File: src/rtl/wb_port_arbiter.sv
// Register-file write-port arbiter: the pipeline write-back always wins, and mul/div results wait in a 2-entry FIFO.
// Optional macro WB_ARB_BYPASS_EN lets an MD result go straight to the port when the FIFO is empty and the port is idle.
module wb_port_arbiter #(
  parameter int STARVE_LIMIT = 8
) (
  input  logic        clk,
  input  logic        clrn,
  input  logic        WBwreg,
  input  logic [4:0]  WBwn,
  input  logic [31:0] WBdata,
  input  logic        MDreq,
  input  logic [4:0]  MDwn,
  input  logic [31:0] MDdata,
  output logic        MDack,
  output logic        rfWe,
  output logic [4:0]  rfWn,
  output logic [31:0] rfData,
  output logic        stall,
  output logic [1:0]  fifoCount
);

  typedef enum logic [1:0] {
    ST_IDLE  = 2'd0,
    ST_WAIT  = 2'd1,
    ST_FORCE = 2'd2
  } state_t;

  localparam logic [3:0] LIMIT = 4'(STARVE_LIMIT);

  state_t      state_q, state_d;
  logic [3:0]  blk_q, blk_d;
  logic [1:0]  count_q, count_d;
  logic [4:0]  wn_q   [2];
  logic [4:0]  wn_d   [2];
  logic [31:0] data_q [2];
  logic [31:0] data_d [2];

  logic wb_act, fifo_empty, ack_raw, bypass, pop, push;
  logic squash0, squash1, keep0, keep1;

  assign wb_act     = WBwreg & (WBwn != 5'd0);
  assign fifo_empty = (count_q == 2'd0);
  assign ack_raw    = MDreq & (count_q != 2'd2);
  assign pop        = ~wb_act & ~fifo_empty;

`ifdef WB_ARB_BYPASS_EN
  assign bypass = MDreq & (MDwn != 5'd0) & fifo_empty & ~wb_act;
`else
  assign bypass = 1'b0;
`endif

  // r0 results are acked and dropped; bypassed results never occupy a slot.
  assign push = ack_raw & (MDwn != 5'd0) & ~bypass;

  // A buffered result is stale once the pipeline overwrites the same register.
  assign squash0 = wb_act & (count_q != 2'd0) & (wn_q[0] == WBwn);
  assign squash1 = wb_act & (count_q == 2'd2) & (wn_q[1] == WBwn);
  assign keep0   = (count_q != 2'd0) & ~pop & ~squash0;
  assign keep1   = (count_q == 2'd2) & ~squash1;

  // Compact the survivors toward slot 0, then append the new result.
  always_comb begin
    // NOTE: every combinational output gets a default first so no path leaves it unassigned (no latch).
    wn_d    = wn_q;
    data_d  = data_q;
    count_d = 2'd0;
    if (keep0) begin
      count_d = 2'd1;
    end
    if (keep1) begin
      if (!keep0) begin
        wn_d[0]   = wn_q[1];
        data_d[0] = data_q[1];
      end
      count_d = count_d + 2'd1;
    end
    if (push) begin
      if (count_d == 2'd0) begin
        wn_d[0]   = MDwn;
        data_d[0] = MDdata;
      end else begin
        wn_d[1]   = MDwn;
        data_d[1] = MDdata;
      end
      count_d = count_d + 2'd1;
    end
  end

  // The counter also clears when the FIFO drains, so a later backlog starts counting from zero.
  always_comb begin
    blk_d = blk_q;
    if (pop || (count_d == 2'd0)) begin
      blk_d = 4'd0;
    end else if ((state_q == ST_WAIT) && !fifo_empty && wb_act && (blk_q < LIMIT)) begin
      blk_d = blk_q + 4'd1;
    end
  end

  always_comb begin
    state_d = state_q;
    case (state_q)
      ST_IDLE: begin
        if (count_d != 2'd0) state_d = ST_WAIT;
      end
      ST_WAIT: begin
        if (count_d == 2'd0)     state_d = ST_IDLE;
        else if (blk_d >= LIMIT) state_d = ST_FORCE;
      end
      ST_FORCE: begin
        if (count_d == 2'd0) state_d = ST_IDLE;
        else if (pop)        state_d = ST_WAIT;
      end
      default: state_d = ST_IDLE;
    endcase
  end

  always_ff @(posedge clk or negedge clrn) begin
    if (!clrn) begin
      state_q <= ST_IDLE;
      blk_q   <= 4'd0;
      count_q <= 2'd0;
    end else begin
      // NOTE: sequential state uses non-blocking assignments so every register samples pre-edge values.
      state_q <= state_d;
      blk_q   <= blk_d;
      count_q <= count_d;
    end
  end

  // NOTE: the payload storage is not reset; count_q alone decides which slots are live.
  always_ff @(posedge clk) begin
    wn_q   <= wn_d;
    data_q <= data_d;
  end

  always_comb begin
    rfWe   = 1'b0;
    rfWn   = 5'd0;
    rfData = 32'd0;
    if (clrn) begin
      if (wb_act) begin
        rfWe   = 1'b1;
        rfWn   = WBwn;
        rfData = WBdata;
      end else if (!fifo_empty) begin
        rfWe   = 1'b1;
        rfWn   = wn_q[0];
        rfData = data_q[0];
      end else if (bypass) begin
        rfWe   = 1'b1;
        rfWn   = MDwn;
        rfData = MDdata;
      end
    end
  end

  assign MDack     = clrn & ack_raw;
  assign stall     = (state_q == ST_FORCE);
  assign fifoCount = count_q;

endmodule
File: config.mk
export PLATFORM = sky130hd
export DESIGN_NAME = wb_port_arbiter
export DESIGN_NICKNAME = d
export VERILOG_FILES = /design/src/rtl/wb_port_arbiter.sv
export SDC_FILE = /design/constraint.sdc
export NUM_CORES = 1
export LEC_CHECK = 0
export ABC_AREA = 1
export CAP_MARGIN = 10
export CORE_MARGIN = 5
export CORE_UTILIZATION = 35
export CTS_CLUSTER_SIZE = 40
export DETAILED_ROUTE_END_ITERATION = 16
export GPL_ROUTABILITY_DRIVEN = 0
export PLACE_DENSITY = 0.62
export RECOVER_POWER = 50
export SYNTH_ARGS = -nofsm -noshare
export SYNTH_HDL_FRONTEND = slang
export SYNTH_SLANG_ARGS = --single-unit
export TNS_END_PERCENT = 5
File: constraint.sdc
create_clock -name clk -period 4.54 [get_ports clk]
set_clock_uncertainty 0.1 [all_clocks]
set_input_delay 0.908 -clock clk [delete_from_list [all_inputs] [get_ports clk]]
set_output_delay 0.908 -clock clk [all_outputs]
set_load 0.02 [all_outputs]
======== After elaboration in Yosys (flattened, before gate mapping) ========
Index checks and enable logic that the tools add are counted.
Widths: inputs -> output; s select.
word-level totals
  ROM bits ................................ 0
  bits in writable memories ............... 0
  latch bits .............................. 0
  input bits .............................. 78
  output and inout port bits .............. 42
  logic and storage cells ................. 84
  register bits ........................... 82
  memories ................................ 0
operators by class
  div/mod/pow operators ................... 0
  add/sub/neg operators ................... 3
  eq/ne operators ......................... 9
  bitwise logic cells ..................... 18
  multiplexer cells ....................... 30
  multiply operators ...................... 0
  reductions and logical operators ........ 15
  order comparisons ....................... 2
  shifts and indexed selects .............. 0
operator list
  cell                 number
  $mux 32              7
  $mux 64              1
  $mux 5               7
  $mux 2               7
  $and 1x1->1          12
  $eq 5x5->1           2
  $mux 10              1
  $reduce_bool 5->1    2
  $logic_not 2->1      4
  $mux 4               2
  $not 1->1            6
  $pmux 2 s3           1
  $add 4x1->4 const B  1
  $eq 2x2->1 const B   2
  $ge 4x4->1 const B   1
  $lt 4x4->1 const B   1
  $mux 1               4
  $ne 2x2->1 const B   2
  $reduce_bool 2->1    2
  $logic_and 1x1->1    3
  $ne 3x1->1 const B   1
  $ne 3x2->1 const B   1
  $reduce_and 3->1     1
  $add 1x1->2 const B  1
  5 further kinds      5

======== Logic depth before layout (Yosys ltp) ========
Gate-level depths: netlist of run 1.
  depth in word-level cells ............... 19
  depth in mapped cells ................... 19

======== Least setup slack after synthesis of run 1 ========
No wires, ideal clock.
  kind .................................... input to register
  start point ............................. in WBwn[2]
  end point ............................... reg data_q[0] in the netlist's numbering, enable pin
  data arrival time ....................... 3490 ps
  setup time .............................. 431 ps
  path buffers ............................ 2
  setup slack ............................. 518 ps
  stages .................................. 10
  cells stage by stage .................... nor2_1 > nand3_2 > nand2_2 > inv_4 > nand3_4 > buf_6 > buf_6 > nand2_1 > ha_1 > nor2_1
between the ends
  cells in the longest elaborated chain, start to end .. 13
RTL lines
  element                              RTL line  RTL
  from (decl)                          9         input logic [4:0] WBwn,
  $reduce_bool 5->1                    41        assign wb_act = WBwreg & (WBwn != 5'd0);
  $and 1x1->1                          41
  $not 1->1                            44        assign pop = ~wb_act & ~fifo_empty;
  $and 1x1->1                          44
  $not 1->1                            58        assign keep0 = (count_q != 2'd0) & ~pop & ~squash0;
  $and 1x1->1 (2 in series)            58
  $mux 1                               67        if (keep0) begin
  $add 1x1->2                          75        count_d = count_d + 2'd1;
  $mux 2 *                             70        if (keep1) begin
  $logic_not 2->1 *                    78        if (count_d == 2'd0) begin
  $not 1->1 (no source line) *         n/a
  $reduce_and 2->1 (no source line) *  n/a
  to (signal assigned)                 133       data_q <= data_d;
  to (decl)                            35        logic [31:0] data_q [2];
Mark *: on every way between the ends. The rest lies on a longest branch, timed or not.
A chain may end at the register's enable or synchronous reset.

======== Final worst setup path of run 1 ========
  start point ............................. in WBwn[2]
  end point ............................... out rfData[26]
between the ends
  cells in the longest elaborated chain, start to end .. 4
RTL lines
  element            RTL line  RTL
  $reduce_bool 5->1  41
  $and 1x1->1        41
  $mux 32            141       if (wb_act) begin
  $mux 32            140       if (clrn) begin
  to (decl)          17        output logic [31:0] rfData,
No other way between the ends.

==> run metrics, run 1 <==
initial DRC count=approximately 210; final slew viol count=0; Peak VDD IR=between 0.15 and 0.2 mV; final wirelength=between 10000 and 15000 um; WL/cell=about 14 um; Vias/cell=4.66; CTS sink cnt=between 80 and 90; PD cells=roughly 550 nW/um^2; Die Wd=roughly 120 um; worst-path fanout max=39; post-synthesis register bit count=82; Setup Fix Bufs, Post-CTS=0; nature of the critical path endpoint=output port; Pre-Repair DR Iteration Count=4; period utilization=0.917; NetSw=around 1.2 mW; Hold-fix buffers, CTS=0; clock tree buffer depth=2; cell family with most CP delay=buffers and inverters; HPWL after DPL=~8000 um; # H-tree levels=3; Starting Density=0.361; Area contributors post-synth=edfxtp_1 (25%), nand2_1 (18%), dfxtp_1 (17%), inv_1 (7.6%), nand4_1 (5.3%); Tmin final=between 4 and 5 ns; pin count of the biggest net entering global routing=40; outcome=finished clean; vias in the first global route=4067; Root Buffer Master=clkbuf_16; power share of the combinational group=0.391; Die Y=122 um; clk slew on worst S/H paths=approximately 0.060 ns; DRC=0; maximum clock rate=240 MHz; cell taking the most area after synthesis=edfxtp_1; clock network fraction of design power=0.250; leak pwr=around 2.8 nW; row cnt=40; CP startpoint kind=input port; P&R area growth vs syn=36.5%; Skew-Pair Late Insertion Delay=approximately 0.34 ns; WP data arrival=~3.2 ns; total congestion overflow=0; M1 GR Usage=0.203; synthesized area per cell=around 7.5 um^2; TritonCTS Buffers=9; Slew @ Worst Pin=0.868 ns; share of cells above drive strength 1=0.0503; Worst path max stage delay=0.62 ns; via count=4032; critical path class=input port to output port; Hold Crit Class=flip-flop to flip-flop; Routed Antenna Nets=0; internal power=roughly 2.1 mW; fill count=around 1200; Reg power frac=0.359; post-synthesis sequential area ratio=0.469; most frequent cells in the layout=nand2_1 (212), inv_1 (89), clkdlybuf4s50_1 (78), nand3_1 (46), dlygate4sd3_1 (41); most used routing layer=met2; Final Hold Violating Endpoints=0; Max-Cap Viols=0; WP buf/inv=4; Rel. slew slack=0.421; commonest non-fill, non-tap cell in the layout=nand2_1; TritonCTS clock tree=built; unrepaired setup endpoints after global routing=false; syn_nets=around 670; Critical Path RT=around 3.5 ns; yosys warns=0; top-area cell type share of the netlist area=0.254; total negative slack=0 ns; initial antenna violation count=3; core area=12100 um^2; setup violators final=0; die area=around 15000 um^2; Post-Synthesis Cells=a little under 600; port bufs=119; first-pass GRT wire length=~20000 um; slowest CP cell=clkdlybuf4s50_1; I/O pin total=120; gr usage total=0.168; Critical Path, Cell by Cell=clkdlybuf4s50_1, nor2_1, nand3_2, nand2_1, inv_4, nor2_4, buf_12, nand2_1, a21oi_1, clkdlybuf4s50_1; M3 GR Usage=0.0432; count of cell types in the netlist=30; PostCTS Resize Cnt=0; nets=773; Mapped Area=4370 um^2; Design Power=3.29 mW; Sw Ratio=0.366; met2 usage in global routing=0.289
## cell usage after synthesis
| cell | instances |
|---|---|
| inv_1 | 89 |
| edfxtp_1 | 37 |
| xor2_1 | 4 |
| a21oi_1 | 39 |
| nand3b_1 | 1 |
| nand3_1 | 46 |
| nor2_1 | 19 |
| inv_4 | 1 |
| buf_1 | 1 |
| nand3_4 | 2 |
| a22oi_1 | 1 |
| o211ai_1 | 1 |
| dfxtp_1 | 37 |
| nand4_1 | 37 |
| buf_4 | 4 |
| nand2_2 | 2 |
| buf_6 | 7 |
| inv_2 | 3 |
| xnor2_1 | 2 |
| mux2i_1 | 1 |
| clkbuf_1 | 11 |
| nand3_2 | 1 |
| ha_1 | 4 |
| dfrtp_1 | 8 |
| nor3_1 | 1 |
| nor2_4 | 3 |
| buf_2 | 10 |
| nand2_1 | 211 |
| o21ai_1 | 1 |
| o21ba_2 | 1 |
## path summary, 6_finish.rpt
path | start | end | slack (ns) | depth (start not counted)
worst max register to register | fifoCount[0]$_DFF_PN0_ | data_q[14]$_DFFE_PP_ | 1.67 | 5
worst min-delay path | data_q[33]$_DFF_P_ | data_q[33]$_DFF_P_ | 0.43 | 4
max in group asynchronous | clrn | blk_q[1]$_DFF_PN0_ | 3.22 | 1
worst min register to register | data_q[33]$_DFF_P_ | data_q[33]$_DFF_P_ | 0.43 | 4
min in group asynchronous | clrn | state_q[0]$_DFFE_PN0P_ | 0.84 | 1
worst max-delay path | WBwn[2] | rfData[26] | 0.38 | 10
## area by class of cell
type / count / area (um^2) / area share
Antenna cell: 1 / 2.50 / 0.000419
Clock buffer: 11 / 233 / 0.0390
Clock inverter: 5 / 103 / 0.0172
Inverter: 93 / 352 / 0.0589
Multi-Input combinational cell: 377 / 1750 / 0.293
Sequential cell: 82 / 2050 / 0.344
Tap cell: 168 / 210 / 0.0352
Timing Repair Buffer: 128 / 1270 / 0.213
## flip-flops by register name, indices dropped and copies added (netlist names)
name / cells
fifoCount: 2
wn_q: 10
state_q: 2
data_q: 64
blk_q: 4
## layer usage
metal / wire, um / share of wire
met1: 5280 / 0.44
met2: 5880 / 0.49
met3: 689 / 0.057
met4: 176 / 0.015
met5: 27 / 0.0022
## power by group through the flow
stage	clock (mW)	combinational (mW)	sequential [mW]
finish	0.821	1.29	1.18
global route	0.867	1.47	1.21
global placement	0	1.30	1.18
CTS	0.836	1.33	1.18
floorplan	0	0.910	1.18
detailed placement	0	1.32	1.20
## stage by stage
step	util	worst slack [ns]	hold WS (ns)	cells	cell area, um^2
after floorplan	-	0.518	0.399	585	4370
after global placement	0.468	0.417	0.415	848	5660
after detailed placement	0.468	0.399	0.424	848	5660
after CTS	0.495	0.393	0.434	864	6000
after global routing	0.493	0.0972	0.468	865	5970
final	0.493	0.377	0.431	865	5970
## worst register-to-register path: stages (launching register included)
cell and delay (ns):
dfrtp_1 0.42, nor2_4 0.52, nand2_1 0.21, ha_1 0.26
nor2_1 0.49, buf_4 0.50
## cells by family after synthesis
logic type               synth area share
adder cells (fa/ha/maj)            0.0114
buffers and inverters               0.127
multiplexers                      0.00229
AO/OA/AOI/OAI                      0.0515
XOR/XNOR                           0.0120
flip-flops                          0.469
AND/OR/NAND/NOR                     0.327
Note: power is estimated with default switching activity, not from simulation.
==> run 2: changes to the inputs <==
- CAP_MARGIN: 10 -> 20
==> results of run 2 <==
No change in the layout: final DEF, timing and power equal those of run 1.
==> run 3: changes to the inputs <==
- CORE_UTILIZATION: 35 -> 51
- PLACE_DENSITY: 0.62 -> 0.85
- clock period: 4.54 -> 5.1 ns (I/O delays scaled with it)
==> run 3 against run 2 <==
Effect of this change: the run now ends with max-capacitance violations, max-slew violations left; via count increased by 3.0%; critical endpoint is now data_q[47]$_DFF_P_; global-route usage increased by 5.7 points; first-iteration DRC count decreased by 6.7%.
==> run metrics, run 3 (synthesis results as in run 1) <==
# H-tree levels=3 (unchanged); PostCTS Resize Cnt=0 (unchanged); Critical Path RT=5.29 ns (+1.76 ns); Design Power=2.72 mW (-17%); Rel. slew slack=-0.325 (-0.745); gr usage total=0.225 (+0.0571); Worst path max stage delay=1.43 ns (+0.81 ns); final wirelength=11800 um (-2.1%); clock network fraction of design power=0.189 (-0.061); vias in the first global route=4063 (-0.098%); area occupied by multi-input gates=1770 um^2 (+1.3%); Routed Antenna Nets=0 (unchanged); total congestion overflow=0 (unchanged); core area=8300 um^2 (-31%); Die Wd=103 um (-16%); FF-to-FF Start=fifoCount[0]$_DFF_PN0_; DRC=0 (unchanged); commonest non-fill, non-tap cell in the layout=nand2_1; period utilization=0.918; die area=10500 um^2 (-29%); Hold Path Cell Cnt=4 (unchanged); WP depth=11 (+1); HP Start=data_q[53]$_DFF_P_; power share of the combinational group=0.421 (+0.030); total negative slack=0 ns (unchanged); clk slew on worst S/H paths=0.08 ns (+0.02 ns); nature of the critical path endpoint=flip-flop; Hold Crit Class=flip-flop to flip-flop; Top reg by flops=data_q; Vias/cell=5.18 (+11%); max reg flops=64 (unchanged); initial antenna violation count=1 (-2); HPWL after DPL=7920 um (-3.4%); r2r worst-path depth=5 (unchanged); Hold-fix buffers, CTS=0 (unchanged); via count=4153 (+3.0%); Sw Ratio=0.392 (+0.0259); Reg power frac=0.390 (+0.031); CTS sink cnt=82 (unchanged); Worst R2R End=data_q[15]$_DFFE_PP_; leak pwr=2.72 nW (-2.3%); Pre-Repair DR Iteration Count=4 (unchanged); I/O pin total=120 (unchanged); most frequent cells in the layout=nand2_1 (211), inv_1 (89), clkdlybuf4s50_1 (78), nand3_1 (45), dlygate4sd3_1 (41); setup violators final=0 (unchanged); unrepaired setup endpoints after global routing=false; Max-Cap Viols=2 (+2); Setup Fix Bufs, Post-CTS=0 (unchanged); CP startpoint kind=input port; WP buf/inv=2 (-2); storage element area=2050 um^2 (unchanged); outcome=finished, violations left; row cnt=33 (-18%); WP data arrival=4.87 ns (+1.72 ns); fill count=705 (-43%); pin count of the biggest net entering global routing=42 (+5.0%); Tmin final=about 4.7 ns; internal power=1.66 mW (-21%); Skew-Pair Late Insertion Delay=0.35 ns (about the same); maximum clock rate=roughly 210 MHz; Final Hold Violating Endpoints=0 (unchanged); initial DRC count=194 (-6.7%); Slew @ Worst Pin=1.99 ns (+1.12 ns); Peak VDD IR=0.250 mV (+33%); TritonCTS clock tree=built; slowest CP cell=clkbuf_1; WL/cell=14.7 um (+5.8%); P&R area growth vs syn=32.0%; final slew viol count=63 (+63); cell family with most CP delay=buffers and inverters; critical path class=input port to flip-flop; clock tree buffer depth=2 (unchanged); nets=772 (-0.13%); Critical Path, Cell by Cell=clkdlybuf4s50_1, nor2_1, nand3_2, nand2_2, nor2_1, nand2_2, clkbuf_1, nand3_4, nand2_1, nand3_1, nand2_1; largest registers=data_q (64), wn_q (10), blk_q (4); Hold Path End=data_q[53]$_DFF_P_; first-pass GRT wire length=18800 um (-5.1%); failing checks=max-capacitance violations, max-slew violations; Hold WS=0.437 ns (+0.00631 ns); NetSw=1.07 mW (-11%); PD cells=472 nW/um^2 (-14%); share of cells above drive strength 1=0.0489 (-0.00137); worst-path fanout max=40 (+2.6%); Die Y=103 um (-16%); port bufs=119 (unchanged); Root Buffer Master=clkbuf_8; TritonCTS Buffers=9 (unchanged); Starting Density=0.527 (+0.166); reg-to-reg slack, setup=0.96 ns (-0.71 ns)
## run 3: layout make-up
type                       instances  share of cell area
antenna                            1            0.000434
sequential                        82               0.356
timing repair buffer             127               0.215
clock buffer                      11              0.0245
multi-input combinational        377               0.307
inverter                          93              0.0609
clock inverter                     5              0.0134
tap                              105              0.0228
## run 3: stage by stage
step / std cells / utilization / cell area, um^2 / setup WS (ns)
global placement: 784 / 0.671 / 5570 / 0.703
finish: 801 / 0.695 / 5770 / 0.417
detailed placement: 784 / 0.671 / 5570 / 0.627
CTS: 800 / 0.697 / 5780 / 0.607
floorplan: 585 / - / 4370 / 0.966
global route: 801 / 0.695 / 5770 / 0.244
## run 3: worst max-delay path by stage
stage             from  slack, ns             endpoint
6_report       WBwn[1]       0.42   data_q[47]$_DFF_P_
5_1_grt        WBwn[2]       0.24   data_q[54]$_DFF_P_
4_1_cts        WBwn[1]       0.61           rfData[17]
3_5_place_dp   WBwn[1]       0.63           rfData[17]
3_3_place_gp   WBwn[0]       0.70           rfData[26]
2_1_floorplan  WBwn[2]       0.97  data_q[0]$_DFFE_PP_
## run 3: per-layer routing
layer  global-route usage  vias to the layer above  routed length [um]
met5                    0                        -                   0
li1                     -                     2070                   -
met4               0.0555                        0                 104
met1                0.276                     1923                4700
met3               0.0447                       12                 863
met2                0.405                      148                6140
## run 3: tightest hold or removal path, cell delays in order (launching register included)
cell     delay [ns]
dfxtp_1        0.31
inv_1          0.05
nand2_1        0.04
nand3_1        0.05
nand2_1        0.04
## run 3: power groups by stage
stage	Combinational [mW]	Clock, mW	Sequential [mW]
3_5_place_dp	1.16	0	1.08
3_3_place_gp	1.11	0	1.07
2_1_floorplan	0.811	0	1.05
5_1_grt	1.29	0.545	1.09
6_report	1.15	0.514	1.06
4_1_cts	1.17	0.516	1.06
